**src/rtl/pack_pkg.sv**
```systemverilog
// Shared constants, types and helpers for the 2-bit symbol to 8-bit word packer.
// The optional parity output is controlled by the PACK_PARITY_EN macro.
package pack_pkg;

    // Symbol width in bits.
    localparam int SYM_W  = 32'd2;
    // Symbols per output word.
    localparam int SYMS   = 32'd4;
    // Packed word width.
    localparam int WORD_W = SYM_W * SYMS;
    // Width of the symbol-count field presented with each word (1..4).
    localparam int LEN_W  = 32'd3;

    // Fill count of the accumulator: 0..3 symbols waiting.
    typedef logic [1:0] fill_cnt_t;

    // Even parity over a full word: XOR of all bits, padding included.
    function automatic logic word_parity(input logic [WORD_W-1:0] word);
        return ^word;
    endfunction

endpackage

```
**src/rtl/pack_out_reg.sv**
```systemverilog
// Output holding register of the packer: valid/ready handshake, word,
// symbol count and (with PACK_PARITY_EN) the parity bit of the word.
// A load is only requested by the parent when the register is free or
// being drained in the same cycle, so a held word is never overwritten.
module pack_out_reg
    import pack_pkg::*;
#(
    parameter int W = pack_pkg::WORD_W
) (
    input  logic             clk,
    input  logic             reset,
    input  logic             load_i,
    input  logic [W-1:0]     data_i,
    input  logic [LEN_W-1:0] len_i,
    input  logic             out_ready_i,
    output logic             out_valid_o,
    output logic [W-1:0]     out_data_o,
`ifdef PACK_PARITY_EN
    output logic             out_parity_o,
`endif
    output logic [LEN_W-1:0] out_len_o
);

    logic             valid_q, valid_d;
    logic [W-1:0]     data_q,  data_d;
    logic [LEN_W-1:0] len_q,   len_d;
`ifdef PACK_PARITY_EN
    logic             parity_q, parity_d;
`endif

    // Next-state of the holding register: load a new word, drop valid on drain, else hold.
    always_comb begin
        valid_d = valid_q;
        data_d  = data_q;
        len_d   = len_q;
`ifdef PACK_PARITY_EN
        parity_d = parity_q;
`endif
        if (load_i) begin
            valid_d = 1'b1;
            data_d  = data_i;
            len_d   = len_i;
`ifdef PACK_PARITY_EN
            parity_d = word_parity(data_i);
`endif
        end else if (valid_q && out_ready_i) begin
            valid_d = 1'b0;
        end else begin
            valid_d = valid_q;
        end
    end

    // Holding register state; reset discards any held word.
    always_ff @(posedge clk or posedge reset) begin
        if (reset) begin
            valid_q <= 1'b0;
            data_q  <= '0;
            len_q   <= '0;
`ifdef PACK_PARITY_EN
            parity_q <= 1'b0;
`endif
        end else begin
            valid_q <= valid_d;
            data_q  <= data_d;
            len_q   <= len_d;
`ifdef PACK_PARITY_EN
            parity_q <= parity_d;
`endif
        end
    end

    assign out_valid_o = valid_q;
    assign out_data_o  = data_q;
    assign out_len_o   = len_q;
`ifdef PACK_PARITY_EN
    assign out_parity_o = parity_q;
`endif

endmodule

```
**src/rtl/sym_packer_2to8.sv**
```systemverilog
// Packs a stream of 2-bit symbols into 8-bit words, first symbol in bits [1:0].
// A flush emits a partially filled word, zero padded, with its symbol count.
// Defining PACK_PARITY_EN adds the registered even-parity output out_parity.
module sym_packer_2to8 #(
    parameter int SYM_W = pack_pkg::SYM_W,
    parameter int SYMS  = pack_pkg::SYMS
) (
    input  logic                    clk,
    input  logic                    reset,
    input  logic                    in_valid,
    input  logic [SYM_W-1:0]        in_data,
    output logic                    in_ready,
    input  logic                    flush,
    output logic                    out_valid,
    output logic [SYM_W*SYMS-1:0]   out_data,
    output logic [2:0]              out_len,
`ifdef PACK_PARITY_EN
    output logic                    out_parity,
`endif
    input  logic                    out_ready
);
    import pack_pkg::*;

    localparam int        W    = SYM_W * SYMS;
    localparam fill_cnt_t LAST = fill_cnt_t'(SYMS - 1);

    // Accumulator holds the symbols of the word being filled; slots at and
    // above the fill count are always zero, which gives the flush padding.
    logic [W-1:0]     acc_q, acc_d;
    fill_cnt_t        cnt_q, cnt_d;

    logic             out_free_s;
    logic             accept_s;
    logic [W-1:0]     image_s;
    logic             load_s;
    logic [LEN_W-1:0] load_len_s;

    // The output register can take a word when it is empty or being drained now.
    assign out_free_s = !out_valid || out_ready;
    assign in_ready   = !reset && out_free_s;
    assign accept_s   = in_valid && in_ready;

    // Word image with the incoming symbol placed at the current fill position.
    always_comb begin
        image_s = acc_q;
        if (accept_s) begin
            image_s[cnt_q*SYM_W +: SYM_W] = in_data;
        end else begin
            image_s = acc_q;
        end
    end

    // Fill/emit decision: complete word, flush with or without a symbol, or keep filling.
    always_comb begin
        acc_d      = acc_q;
        cnt_d      = cnt_q;
        load_s     = 1'b0;
        load_len_s = 3'd0;
        if (accept_s) begin
            if ((cnt_q == LAST) || flush) begin
                // Symbol packed first; a full word wins over the flush.
                load_s     = 1'b1;
                load_len_s = {1'b0, cnt_q} + 3'd1;
                acc_d      = '0;
                cnt_d      = 2'd0;
            end else begin
                acc_d = image_s;
                cnt_d = cnt_q + 2'd1;
            end
        end else if (flush && in_ready && (cnt_q != 2'd0)) begin
            // Flush of a partial word; ignored while the output is held.
            load_s     = 1'b1;
            load_len_s = {1'b0, cnt_q};
            acc_d      = '0;
            cnt_d      = 2'd0;
        end else begin
            acc_d = acc_q;
            cnt_d = cnt_q;
        end
    end

    // Accumulator and fill counter; reset discards the partial word.
    always_ff @(posedge clk or posedge reset) begin
        if (reset) begin
            acc_q <= '0;
            cnt_q <= 2'd0;
        end else begin
            acc_q <= acc_d;
            cnt_q <= cnt_d;
        end
    end

    pack_out_reg #(
        .W (W)
    ) u_out_reg (
        .clk          (clk),
        .reset        (reset),
        .load_i       (load_s),
        .data_i       (image_s),
        .len_i        (load_len_s),
        .out_ready_i  (out_ready),
        .out_valid_o  (out_valid),
        .out_data_o   (out_data),
`ifdef PACK_PARITY_EN
        .out_parity_o (out_parity),
`endif
        .out_len_o    (out_len)
    );

endmodule
```
**config.mk**
```make
export PLATFORM = sky130hd
export DESIGN_NAME = sym_packer_2to8
export DESIGN_NICKNAME = d
export VERILOG_FILES = /design/src/rtl/pack_pkg.sv /design/src/rtl/pack_out_reg.sv /design/src/rtl/sym_packer_2to8.sv
export SDC_FILE = /design/constraint.sdc
export NUM_CORES = 1
export LEC_CHECK = 0
export CAP_MARGIN = 40
export CORE_ASPECT_RATIO = 0.9
export CORE_MARGIN = 1
export CORE_UTILIZATION = 53
export CTS_BUF_LIST = sky130_fd_sc_hd__clkbuf_8 sky130_fd_sc_hd__clkbuf_16
export DETAILED_ROUTE_END_ITERATION = 8
export PLACE_DENSITY_LB_ADDON = 0.1
export RECOVER_POWER = 25
export SLEW_MARGIN = 20
export SYNTH_ARGS = -nofsm -noshare
export SYNTH_HDL_FRONTEND = slang
export SYNTH_HIERARCHICAL = 1
export SYNTH_SLANG_ARGS = --single-unit
```
**constraint.sdc**
```tcl
create_clock -name clk -period 3.04 [get_ports clk]
set_input_delay 0.456 -clock clk [delete_from_list [all_inputs] [get_ports clk]]
set_output_delay 0.456 -clock clk [all_outputs]
set_load 0.05 [all_outputs]
```
Yosys cells after proc, flatten, opt, wreduce, memory -nomap -nowiden. Index checks and enable logic that the tools add are counted.

$add $sub $neg: 3. Equal/unequal tests: 1. Shift-type cells: 2. Muxes and demuxes: 16. Reductions and logical operators: 12.

Operator list (number): $neg A3 Y34 (1); $shift A2 B34 Y8 const A (1); $shiftx A2 B34 Y8 (1); $mux W8 (4); $bwmux W8 (1); $mux W2 (4); $mux W3 (2); $reduce_bool A2 Y1 (3); $logic_and A1 B1 Y1 (5); $mux W1 (5); $add A2 B1 Y3 const B (1); $add A2 B1 Y2 const B (1); $eq A2 B2 Y1 const B (1); $logic_not A1 Y1 (2); $logic_or A1 B1 Y1 (2).

Register bits: 22. Bits of input ports: 7. Output and inout bits: 13. Logic and storage cells: 39.

Depth between registers and ports, before layout.
Depth after elaboration: 8. Gate-level depth with buffers: 7. Depth with buffers taken out: 7.

Cells and area by module. The synthesis kept the hierarchy.

By module, submodules not included: sym_packer_2to8 (times used 1, cells each 84, area an instance 810.8 um^2, sequential area each 250.2 um^2); pack_out_reg (times used 1, cells each 27, area an instance 485.5 um^2, sequential area each 300.3 um^2).

Worst setup path before layout. Ideal clock, no wire load.

Path kind: register -> register. From: reg cnt_q[0]. To: reg u_out_reg.data_q[0] (netlist: u_out_reg/out_data_o[0]). Setup time: 0.125 ns. Data arrival time: 1.975 ns. Required time: 2.915 ns. Slack: 0.940 ns. Stages on the path, launching flop included: 8. Buffers on the path: 1. Period minus slack after synthesis: 2.100 ns. Path through: dfrtp_1 -> inv_1 -> ha_1 -> nand2b_4 -> or3_1 -> nand2_1 -> buf_6 -> mux2_4.

Longest elaborated chain between the ends: 4. Elaborated cells between the ends (all ways): 12. Those cells by class: add/sub: 1; eq/ne: 1; shift: 2; mux: 5; reduce/logical: 3.

Ends and longest elaborated chain: start, declared (RTL line sym_packer_2to8.sv:30) `fill_cnt_t cnt_q, cnt_d;`; start signal, assigned (RTL line sym_packer_2to8.sv:89) `cnt_q <= cnt_d;`; $eq A2 B2 Y1 / $reduce_bool A2 Y1 (equally long branches) (RTL line sym_packer_2to8.sv:60, sym_packer_2to8.sv:70); $logic_or A1 B1 Y1 / $logic_and A1 B1 Y1 (equally long branches) (RTL line sym_packer_2to8.sv:60, sym_packer_2to8.sv:70); $mux W1, on equally long branches (RTL line sym_packer_2to8.sv:60, sym_packer_2to8.sv:70); $mux W1 * (RTL line sym_packer_2to8.sv:59) `if (accept_s) begin`; named net load_s (RTL line sym_packer_2to8.sv:35) `logic load_s;`; end signal, assigned (RTL line pack_out_reg.sv:64) `data_q <= data_d;`; end, declared (RTL line pack_out_reg.sv:25) `logic [W-1:0] data_q, data_d;`.

Mark *: on every way through the listed nets, which the timed path passes. The rest lies on a longest branch. A chain may end at the register's enable or synchronous reset.

Worst setup path in the final report.
From: reg cnt_q[0]. To: reg u_out_reg.len_q[1] (netlist: u_out_reg/out_len_o[1]).

Longest elaborated chain between the ends: 4. Elaborated cells between the ends (all ways): 11. Those cells by class: add/sub: 1; eq/ne: 1; mux: 6; reduce/logical: 3.

Ends and longest elaborated chain: $eq A2 B2 Y1 / $reduce_bool A2 Y1 (equally long branches) (RTL line sym_packer_2to8.sv:60, sym_packer_2to8.sv:70); $logic_or A1 B1 Y1 / $logic_and A1 B1 Y1 (equally long branches) (RTL line sym_packer_2to8.sv:60, sym_packer_2to8.sv:70); $mux W1, on equally long branches (RTL line sym_packer_2to8.sv:60, sym_packer_2to8.sv:70); $mux W1 * (RTL line sym_packer_2to8.sv:59); named net load_s (RTL line sym_packer_2to8.sv:35); end signal, assigned (RTL line pack_out_reg.sv:65) `len_q <= len_d;`; end, declared (RTL line pack_out_reg.sv:26) `logic [LEN_W-1:0] len_q, len_d;`.

Marks and branches as above.

==> flow_summary.toml <==
[run_status]
status = "complete, no violations"

[synth]
yosysMostFrequentCell = "dfrtp_1"
synthCells = 111
synthesis.area_sq_mm = 0.00130
synth-edff-count = 0
async_reset_ff_frac = 1.00
synth_fp_nets = 124
synthTopCellsByArea = "dfrtp_1, mux2_4, ha_1, a32o_1, mux2_2"
yosys.area.top_type = "dfrtp_1"
yosysUniqueCellTypes = 35
syn_avg_cell_area_sq_um = 11.7
yosys-top-cells-count = "dfrtp_1, inv_1, mux2_4, nand2_1, a32o_1"
synth.top_cell.area_share = 0.425
synth-seq-cells = 22
synthFlopType = "dfrtp_1"
ys_seq_area_frac = 0.425
synth-warning-count = 6

[detailed_routing]
firstDrtPassIters = 4
drtIter0Drc = 25
wirelength_um = 2620
wl_per_cell_um = 16.4
remaining_drc_errors = 0
ant_nets = 0
avgViaCountPerCell = 5.82
via_count = 931

[sta]
max_slew_margin = 0.621
fmax_mhz = 405
drv_slew = 0
tns_ps = 0
fin_crit_ps = 2470
hold_ws_ps = 496
hold_viol_final = 0
fin_skew_ps = 1.32
tightest_slew_ps = 569
period_share = 0.812
setup_viol = 0
rsz0062_at_grt = "false"

[finish]
utilization = 0.690
finalNetCount = 148
fill_cells = 176
multi_input_area_sq_um = 686
drive_gt1_frac = 0.195
stdcell_area_sq_mm = 0.00155
area_growth_pct = 19.4
diodes = 0
ff_latch_area_sq_um = 551

[clock_tree]
postCtsSetupRepairBufs = 0
clock_sinks = 22
holdBufCountCts = 0
cts_root_buf = "clkbuf_8"
clk_latency_ps = 260
ctsResizeCount = 0
htreeDepth = 1
numCtsBuffers = 3
clockBufferDepth = 2
clk_pin_slew_ps = 70
cts_tree = "yes"

[pwr]
p_leak_uw = 0.000740
p_per_area_mw_per_mm2 = 638
max-vdd-ir-drop_mv = 0.453

[critical_path]
critPathMaxFanout = 9
crit_required_ps = 3190
crit_path_start_kind = "flop"
crit_type = "reg -> reg"
cpLargestDelayFamily = "simple AND/OR/NAND/NOR gates"
endpoint_kind = "flop"
crit_buf_inv = 2
arrival_ps = 2620
cp_cell_sequence = "inv_1 -> ha_1 -> nand2b_4 -> or3_1 -> nand2_1 -> buf_4 -> mux2_4"
critPathMaxStageDelay_ps = 520
crit_slowest_cell = "dfrtp_1"

[placement]
gp_congestion = 0.851
postPlaceCellArea_sq_mm = 0.00151
dp_hpwl_um = 2030
portBuffers = 19

[global_route]
met2_usage = 0.366
antenna_found_initial = 0
grt_start_max_net_pins = 13
grt_busiest_layer = "met2"
met3_usage = 0.0623
grt_first_pass_wirelength_um = 4370
use_met1 = 0.305
grtUsageTotal = 0.231
gr-total-overflow = 0
grt_pass1_vias = 959

[run]
drv_cap = 0

[floorplanning]
floorplan.die_area_sq_mm = 0.00265
fp-row-count = 16
dieHeight_um = 48.9
core_sq_mm = 0.00224
start_util = 0.578
io_pins = 20
die_w_um = 54.1

[worst_hold_path]
hp-class = "reg -> reg"
[cell type report]
type,count,area share
clock buffers,3,0.0267
inverters,10,0.0243
multi-input cells,77,0.443
flip-flops and latches,22,0.356
well taps,27,0.0218
repair buffers,21,0.129
[kinds of logic (layout without fill, tap and decap cells)]
group / after synthesis / after routing / share of synthesized area
AO/OA/AOI/OAI: 23 / 23 / 0.153
adder cells (fa/ha/maj): 6 / 6 / 0.0579
buffers and inverters: 12 / 34 / 0.0463
flip-flops: 22 / 22 / 0.425
multiplexers: 17 / 17 / 0.171
AND/OR/NAND/NOR: 31 / 31 / 0.148
[worst paths after layout]
kind                                                  endpoint  cells past startpoint                  from  slack, ps
setup reg to reg            u_out_reg/out_len_o[1]$_DFFE_PP0P_                      7  cnt_q[0]$_DFFE_PP0P_        570
max in group asynchronous                 cnt_q[1]$_DFFE_PP0P_                      3                 reset       1710
min in group asynchronous  u_out_reg/out_data_o[5]$_DFFE_PP0P_                      2                 reset        820
setup / recovery            u_out_reg/out_len_o[1]$_DFFE_PP0P_                      7  cnt_q[0]$_DFFE_PP0P_        570
hold reg to reg                           acc_q[6]$_DFFE_PP0P_                      1  acc_q[6]$_DFFE_PP0P_        500
hold / removal                            acc_q[6]$_DFFE_PP0P_                      1  acc_q[6]$_DFFE_PP0P_        500
[sequential cells by signal, summed over array words and instances, names as in the netlist]
register / count
acc_q: 8
cnt_q: 2
u_out_reg/out_data_o: 8
u_out_reg/out_len_o: 3
u_out_reg/out_valid_o: 1
[per-layer routing]
metal  wire [um]  vias to the layer above  share of wire
met5           0                        -              0
met4          30                        0          0.011
met3         124                        4          0.047
met2        1260                       26           0.48
met1        1210                      449           0.46
li1            -                      452              -
[report_power, final]
group	switching, uW	internal (uW)
Sequential	36.9	326
Clock	88.8	88.5
Combinational	275	172
[per-stage QoR]
stage                     power [uW]  setup slack, ps  std cells
final                            987              571        160
after global routing            1050              453        160
after CTS                        990              576        160
after detailed placement         813              483        157
after global placement           805              532        157
after floorplan                  699              940        111
[cells in the final DEF, fill, tap and decap left out, types with 2 or more instances in the layout]
master	netlist	routed
buf_4	0	2
nor4_1	3	3
a32o_1	7	7
nand2b_1	2	2
inv_1	10	10
o21ai_0	4	4
mux2i_1	3	3
mux2_2	5	5
o22ai_1	2	2
ha_1	6	6
dfrtp_1	22	22
clkdlybuf4s50_1	0	17
nand2_1	9	9
mux2_4	9	9
nor2_1	3	3
and3_2	2	2
clkbuf_8	0	3
a41o_1	2	2
a21boi_0	2	2
Power figures use the tool's default switching activity.
